===== config.mk =====
export PLATFORM = sky130hd
export DESIGN_NAME = fractal_sync_port_arb
export DESIGN_NICKNAME = d
export VERILOG_FILES = /design/src/rtl/fractal_sync_pkg.sv /design/src/rtl/fractal_sync_rr_arb.sv /design/src/rtl/fractal_sync_port_arb.sv
export SDC_FILE = /design/constraint.sdc
export NUM_CORES = 1
export LEC_CHECK = 0
export CORE_MARGIN = 5
export CORE_UTILIZATION = 39
export CTS_BUF_LIST = sky130_fd_sc_hd__clkbuf_8 sky130_fd_sc_hd__clkbuf_16
export DETAILED_ROUTE_END_ITERATION = 10
export GPL_TIMING_DRIVEN = 0
export HOLD_SLACK_MARGIN = 0.1
export PLACE_DENSITY = 0.86
export SYNTH_ARGS = -nofsm -noshare
export SYNTH_HDL_FRONTEND = slang
export SYNTH_SLANG_ARGS = --single-unit

===== constraint.sdc =====
create_clock -name clk_i -period 3.93 [get_ports clk_i]
set_input_delay 0.5895 -clock clk_i [delete_from_list [all_inputs] [get_ports clk_i]]
set_output_delay 0.5895 -clock clk_i [all_outputs]
set_load 0.1 [all_outputs]

===== src/rtl/fractal_sync_pkg.sv =====
// Shared types for the fractal sync port arbiter: FSM state encoding and
// the default request/response structs used when no custom types are supplied.
package fractal_sync_pkg;

  // Arbiter FSM states; exported on the arbiter's debug port.
  typedef enum logic [1:0] {
    IDLE  = 2'd0,
    ISSUE = 2'd1,
    WAIT  = 2'd2,
    RESP  = 2'd3
  } fsync_arb_state_e;

  localparam int unsigned FSYNC_DST_W = 8;

  // Default request: a single sync pulse.
  typedef struct packed {
    logic sync;
  } fsync_req_s;

  // Default response: wake/error flags plus a destination tag.
  typedef struct packed {
    logic                   wake;
    logic [FSYNC_DST_W-1:0] dst;
    logic                   error;
  } fsync_rsp_s;

endpackage


===== src/rtl/fractal_sync_rr_arb.sv =====
// Combinational round-robin picker: returns the first set bit of req at or
// after ptr, wrapping around N_REQ.
module fractal_sync_rr_arb #(
  parameter int unsigned N_REQ = 4,
  parameter int unsigned IDX_W = (N_REQ > 1) ? $clog2(N_REQ) : 1
) (
  input  logic [N_REQ-1:0] req,
  input  logic [IDX_W-1:0] ptr,
  output logic [IDX_W-1:0] idx,
  output logic             valid
);

  // Scan offsets from farthest to nearest so the nearest hit overwrites.
  always_comb begin
    idx   = '0;
    valid = 1'b0;
    for (int k = N_REQ - 1; k >= 0; k--) begin
      if (req[IDX_W'((int'(ptr) + k) % N_REQ)]) begin
        idx   = IDX_W'((int'(ptr) + k) % N_REQ);
        valid = 1'b1;
      end
    end
  end

endmodule


===== src/rtl/fractal_sync_port_arb.sv =====
// Shares one sync port into the neighbor/tree node among N_REQ local
// requesters. Requests are latched as pending bits, served one at a time in
// round-robin order, and each served requester receives exactly one
// wake or error response. Optional timeout turns a missing wake into an error.
module fractal_sync_port_arb
  import fractal_sync_pkg::*;
#(
  parameter type         fsync_req_t = fsync_req_s,
  parameter type         fsync_rsp_t = fsync_rsp_s,
  parameter int unsigned N_REQ       = 4,
  parameter int unsigned TIMEOUT     = 0
) (
  input  logic             clk_i,
  input  logic             rst_ni,
  input  fsync_req_t       req_i [N_REQ],
  output fsync_rsp_t       rsp_o [N_REQ],
  output fsync_req_t       node_req_o,
  input  fsync_rsp_t       node_rsp_i,
  output fsync_arb_state_e state_o
);

  localparam int unsigned IDX_W = (N_REQ > 1) ? $clog2(N_REQ) : 1;
  localparam int unsigned TMR_W = (TIMEOUT == 0) ? 1 : $clog2(TIMEOUT + 1);
  // Timer value of the last WAIT cycle before the timeout fires.
  localparam logic [TMR_W-1:0] TMR_LAST = (TIMEOUT == 0) ? '0 : TMR_W'(TIMEOUT - 1);

  fsync_arb_state_e state_q, state_d;
  logic [N_REQ-1:0] pending_q, pending_d;
  logic [IDX_W-1:0] grant_q, grant_d;
  logic [IDX_W-1:0] ptr_q, ptr_d;
  logic [TMR_W-1:0] timer_q, timer_d;
  logic             err_q, err_d;

  logic [IDX_W-1:0] pick_idx;
  logic             pick_valid;

  // Only wake/error of the node response matter; the rest is deliberately dropped.
  logic unused_node_rsp;
  assign unused_node_rsp = ^node_rsp_i;

  fractal_sync_rr_arb #(
    .N_REQ (N_REQ),
    .IDX_W (IDX_W)
  ) u_rr_arb (
    .req   (pending_q),
    .ptr   (ptr_q),
    .idx   (pick_idx),
    .valid (pick_valid)
  );

  // State and datapath registers; reset drops any in-flight request.
  always_ff @(posedge clk_i or negedge rst_ni) begin
    if (!rst_ni) begin
      state_q   <= IDLE;
      pending_q <= '0;
      grant_q   <= '0;
      ptr_q     <= '0;
      timer_q   <= '0;
      err_q     <= 1'b0;
    end else begin
      state_q   <= state_d;
      pending_q <= pending_d;
      grant_q   <= grant_d;
      ptr_q     <= ptr_d;
      timer_q   <= timer_d;
      err_q     <= err_d;
    end
  end

  // Next-state logic: pending capture, FSM transitions, timer and outputs.
  always_comb begin
    state_d    = state_q;
    pending_d  = pending_q;
    grant_d    = grant_q;
    ptr_d      = ptr_q;
    timer_d    = timer_q;
    err_d      = err_q;
    node_req_o = '0;
    for (int i = 0; i < N_REQ; i++) begin
      rsp_o[i] = '0;
    end

    case (state_q)
      IDLE: begin
        if (pick_valid) begin
          grant_d = pick_idx;
          state_d = ISSUE;
        end
      end
      ISSUE: begin
        node_req_o.sync     = 1'b1;
        pending_d[grant_q]  = 1'b0;
        timer_d             = '0;
        state_d             = WAIT;
      end
      WAIT: begin
        // Priority: error, then wake, then timeout.
        if (node_rsp_i.error) begin
          err_d   = 1'b1;
          state_d = RESP;
        end else if (node_rsp_i.wake) begin
          err_d   = 1'b0;
          state_d = RESP;
        end else if (TIMEOUT != 0) begin
          if (timer_q == TMR_LAST) begin
            err_d   = 1'b1;
            state_d = RESP;
          end else begin
            timer_d = timer_q + 1'b1;
          end
        end
      end
      RESP: begin
        for (int i = 0; i < N_REQ; i++) begin
          if (grant_q == IDX_W'(i)) begin
            rsp_o[i].wake  = !err_q;
            rsp_o[i].error = err_q;
          end
        end
        ptr_d   = (grant_q == IDX_W'(N_REQ - 1)) ? '0 : grant_q + 1'b1;
        state_d = IDLE;
      end
      default: state_d = IDLE;
    endcase

    // A new pulse always lands, even for the requester just issued, so a
    // re-request is never lost.
    for (int i = 0; i < N_REQ; i++) begin
      if (req_i[i].sync) begin
        pending_d[i] = 1'b1;
      end
    end
  end

  assign state_o = state_q;

endmodule


# Word-level counts from Yosys, hierarchy flattened
# Index checks and enable logic that the tools add are counted.
# op_classes
n_mul,0
eq_ne,8
shifts,0
reduce_logical,12
n_lt_le_gt_ge,6
n_addsub,4
mux,44
n_bitwise,2
div,0
# op_table
operator,n
$mux W1,26
$mux W2,11
$lt A2 B3 Y1 const B,5
$reduce_bool A2 Y1,5
$bmux W1 S2,4
$eq A2 B2 Y1 const B,4
$pmux W2 S4,1
$reduce_and A2 Y1,3
$add A2 B1 Y2 const B,2
$add A2 B2 Y2 const B,2
$and A4 B4 Y4,1
$eq A2 B1 Y1 const B,2
$logic_not A2 Y1,2
$mux W4,1
$not A4 Y4,1
$ne A3 B3 Y1 const B,1
$demux W1 S2,1
$ge A2 B1 Y1 const B,1
$ne A2 B2 Y1 const B,1
$logic_and A1 B1 Y1,1
$logic_not A1 Y1,1
# word_totals
latchBits,0
ram_bits,0
reg_bits,11
wordCells,84
input_bits,16
mem_count,0
rom_bits,0
output_inout_bits,43

# Depth between registers and ports, before layout
# depth
ltp_word,9
depth_mapped,5
mapped_depth_nobuf,5

# Hierarchy
# A second synthesis with hierarchy kept.
# unflattened
cells_unflattened,100
area_unflattened_um2,944.7
# modules_own_cells
mod,n_inst,cells_per_inst,seq_area_each_um2,area_each_um2
fractal_sync_port_arb,1,87,275.3,867.1
fractal_sync_rr_arb,1,13,0.0,77.6

# Least setup slack after synthesis
# OpenSTA, ideal clock, no wires.
# synth_timing
path_kind,register -> output
start,register state_q[1] (netlist: state_o[1])
end,output rsp_o[19] in the netlist's numbering
path_stages_with_launch,4
slack_ps,1043
n_path_buf,0
required_ps,3340
t_arrival_ps,2298
path_cell_list,dfrtp_1 ha_1 nor2b_1 and2_1
# synth_rtl
item,line_no,text
"start, declared",fractal_sync_port_arb.sv:27,"fsync_arb_state_e state_q, state_d;"
"start signal, assigned",fractal_sync_port_arb.sv:61,state_q <= state_d;
"end, declared",fractal_sync_port_arb.sv:16,"output fsync_rsp_t rsp_o [N_REQ],"

==> impl_table.tex <==
\begin{tabular}{lr}
\hline
Metric & Value \\
\hline
\multicolumn{2}{l}{\textbf{Logic synthesis}} \\
\quad Post-synth top flop & dfrtp\_1 \\
\quad Post-synthesis instance area & between 900 and 1000 um\^{}2 \\
\quad Share of the synthesized area in the top cell type & between 20 and 30\% \\
\quad Warning count from the yosys run & 0 \\
\quad Async set or reset register ratio after synthesis & 100\% \\
\quad Distinct cells, synth & 26 \\
\quad Largest cells by area after synthesis & dfrtp\_1 29\%, buf\_4 26\%, ha\_1 12\%, nand2\_1 3.2\%, and2\_1 2.7\% \\
\quad Synth cell count leaders & 32 x buf\_4, 11 x dfrtp\_1, 9 x ha\_1 \\
\quad Per-instance average area after synthesis & 9.37 um\^{}2 \\
\quad Number of synthesized flops with an enable pin & 0 \\
\quad Biggest area consumer among synthesized cells & dfrtp\_1 \\
\quad Most instantiated library cell after synthesis & buf\_4 \\
\quad Count of mapped cells out of synthesis & 100 \\
\quad Share of the yosys chip area belonging to registers & about 29\% \\
\quad Seq cells post-synth & 11 \\
\multicolumn{2}{l}{\textbf{Clocking}} \\
\quad Total of cells resized after clock tree synthesis & 0 \\
\quad Clock transition time at the flip-flop clock pins of the worst setup and hold paths & about 0.05 ns \\
\quad Number of buffers inserted by hold repair at cts & 0 \\
\quad Number of buffers inserted during clock tree synthesis & 3 \\
\quad CTS H-tree depth & 1 \\
\quad Total clock sinks & 11 \\
\quad Clock Latency Late Sink & roughly 0.23 ns \\
\quad Total setup buffers inserted after CTS & 0 \\
\quad Master cell of the clock root buffer & clkbuf\_8 \\
\quad TritonCTS clock tree & yes \\
\quad Clock buffer depth & 2 \\
\multicolumn{2}{l}{\textbf{Global route}} \\
\quad First-pass GRT wire length & 2.90 mm \\
\quad Grt total ovfl & 0 \\
\quad Vias in the first global route & 674 \\
\quad Overall routing resource usage & 10.5\% \\
\quad Largest net degree at the start of global routing & 12 \\
\quad Number of antenna violations at the first check in global routing & 0 \\
\multicolumn{2}{l}{\textbf{Placement}} \\
\quad Gpl congestion & $\sim$0.77 \\
\quad Hpwl dp & 1.63 mm \\
\quad IO Port Bufs & 18 \\
\multicolumn{2}{l}{\textbf{Timing}} \\
\quad Clk\_skew & 0.00586 ns \\
\quad Total count of hold-check failures in the final report & 0 \\
\quad Worst-margin pin slew & 0.979 ns \\
\quad Worst slack on hold paths & 0.550 ns \\
\quad Fmax & 0.324 GHz \\
\quad Setup Total Neg Slack & 0 ns \\
\quad RSZ-0062 raised after global routing & false \\
\quad Final setup violation count & 0 \\
\quad Minimum clock period & 3.08 ns \\
\quad Slew Viols, Final & 0 \\
\quad Relative slew slack & 34.5\% \\
\quad Final period utilization & between 70\% and 80\% \\
\multicolumn{2}{l}{\textbf{Pwr}} \\
\quad Switch Pwr & 578 uW \\
\quad Reg power frac & approximately 23\% \\
\quad Total power divided by cell area & between 700 and 800 nW/um\^{}2 \\
\quad Largest vdd supply drop & 0.775 mV \\
\quad Internal power contribution & 419 uW \\
\quad Total leakage power & 0.707 nW \\
\quad Net switching fraction of the power & 58.0\% \\
\quad Part of the total power dissipated in combinational logic & 66.8\% \\
\quad Fraction of power consumed by the clock network & between 10\% and 20\% \\
\multicolumn{2}{l}{\textbf{Worst setup path}} \\
\quad Worst endpoint required time & between 3 and 4 ns \\
\quad Worst r2r dst & state\_o[1] \\
\quad Worst setup path category & register to primary output \\
\quad Type of element launching the critical path & register \\
\quad R2R Setup Slk & 2.45 ns \\
\quad Count of cells along the worst register-to-register path & 4 \\
\quad Worst setup path end & rsp\_o[29] \\
\quad Reg2reg start & state\_o[0] \\
\quad Start point of the critical path & state\_o[1] \\
\quad Arrival time at the worst endpoint & 2.49 ns \\
\quad Endpoint kind of the worst setup timing path & primary output \\
\quad Highest net fanout along the worst path & 7 \\
\multicolumn{2}{l}{\textbf{Die}} \\
\quad Horizontal die dimension & 59.0 um \\
\quad Starting utilization of the core area & 41.6\% \\
\quad Die ar. & between 3000 and 4000 um\^{}2 \\
\quad Area inside the core boundary & 2250 um\^{}2 \\
\quad \# rows & 17 \\
\quad Die H & 59.0 um \\
\quad I/O Pins & 59 \\
\multicolumn{2}{l}{\textbf{Outcome}} \\
\quad Run status & complete, no violations \\
\multicolumn{2}{l}{\textbf{Cells and area}} \\
\quad Share of final-layout standard cells stronger than drive strength 1 & 26.8\% \\
\quad Count of antenna diodes in the layout & 0 \\
\quad Area growth from synthesis to final layout & 40.2\% \\
\quad Nets & 179 \\
\quad Fillers & 221 \\
\multicolumn{2}{l}{\textbf{Detailed routing}} \\
\quad Average wire per standard cell & 10.3 um \\
\quad Vias post-DR & 736 \\
\quad Final antenna-violating net count & 0 \\
\quad Via-to-Cell Ratio & 4.07 \\
\quad Length of the first detailed-routing pass in iterations & 4 \\
\quad Detailed-route wire length & 1.87 mm \\
\quad DRC violation total after the first TritonRoute iteration & 12 \\
\quad DRC violation count after routing & 0 \\
\multicolumn{2}{l}{\textbf{Flow run}} \\
\quad Max\_cap viols & 0 \\
\multicolumn{2}{l}{\textbf{Worst hold path}} \\
\quad Path category of the worst min-delay check & register to register \\
\hline
\end{tabular}
[metal layers]
metal / wire (um) / vias up / part of all wire, % / track usage [%]
met5: 0 / - / 0 / 0
met4: 0 / 0 / 0 / 1.94
met1: 721 / 322 / 39 / 11.9
met2: 926 / 38 / 50 / 19.7
met3: 222 / 0 / 12 / 2.61
li1: - / 376 / - / -
[registers in the layout (all words and copies together) (netlist names)]
name,count
err_q,1
grant_q,2
pending_q,4
ptr_q,2
state_o,2
[final cells by class]
type                       instances  area, um^2  area share [%]
multi-input combinational         83         519            39.5
sequential                        11         275            21.0
buffer                            32         240            18.3
timing repair buffer              18         180            13.7
clock buffer                       3        41.3            3.14
tap                               28        35.0            2.67
inverter                           5        18.8            1.43
clock inverter                     1        3.75           0.286
[per-stage QoR]
stage / instance area, um^2 / power (mW) / util, % / std cells / setup WS [ns]
global placement: 1270 / 0.867 / 56.3 / 177 / 1.14
floorplan: 1050 / 0.764 / - / 131 / 1.04
CTS: 1310 / 1.01 / 58.3 / 181 / 0.819
detailed placement: 1270 / 0.894 / 56.3 / 177 / 1.08
finish: 1310 / 0.998 / 58.3 / 181 / 0.846
global route: 1310 / 1.06 / 58.3 / 181 / 0.772
[critical path: stages, from the launching register on]
cell	delay [ns]
dfrtp_1	0.42
ha_1	0.31
nor2b_1	0.25
and2_1	0.16
clkdlybuf4s50_1	1.13
[logic make-up after synthesis]
logic type,count (synthesis),share of synthesized area [%]
muxes,4,5.07
adders and majority gates,9,12.0
buffers and inverters,37,27.6
and+or+nand+nor,23,13.6
other,1,0.400
AOI/OAI and AO/OA,15,11.9
DFF,11,29.4
[power groups by stage]
stage	logic [mW]	clock network (mW)	registers, mW
after floorplan	0.479	0	0.285
after global placement	0.648	0	0.220
after detailed placement	0.669	0	0.225
after CTS	0.672	0.109	0.224
after global routing	0.708	0.117	0.231
final	0.666	0.107	0.225
[cell usage in the layout, fill, tap and decap left out]
cell type and instances:
o31ai_1 1, clkdlybuf4s50_1 18, nor2b_1 2, a21o_1 3, a311oi_1 1, o41ai_1 1
or2b_1 2, conb_1 32, o221ai_1 1, mux2_4 1, inv_1 6, and3_1 4
nand2_1 8, a22o_2 1, o21ai_0 1, a21o_2 1, nor2_1 2, a211oi_1 1
dfrtp_1 11, a21oi_1 3, and2_1 4, mux2_2 2, nor4_2 1, clkbuf_8 3
a22o_1 1, buf_4 32, ha_1 9, mux2i_1 1
[how the worst min path moves through the flow]
| stage | slack, ns | to | from | depth (start not counted) |
|---|---|---|---|---|
| 2_1_floorplan | 0.29 | err_q | rst_ni | 0 |
| 6_report | 0.55 | grant_q[1] | grant_q[1] | 2 |
| 3_5_place_dp | 0.55 | grant_q[1] | grant_q[1] | 2 |
| 3_3_place_gp | 0.52 | grant_q[1] | grant_q[1] | 2 |
| 4_1_cts | 0.56 | grant_q[1] | grant_q[1] | 2 |
| 5_1_grt | 0.58 | grant_q[1] | grant_q[1] | 2 |
Power figures use the tool's default switching activity.
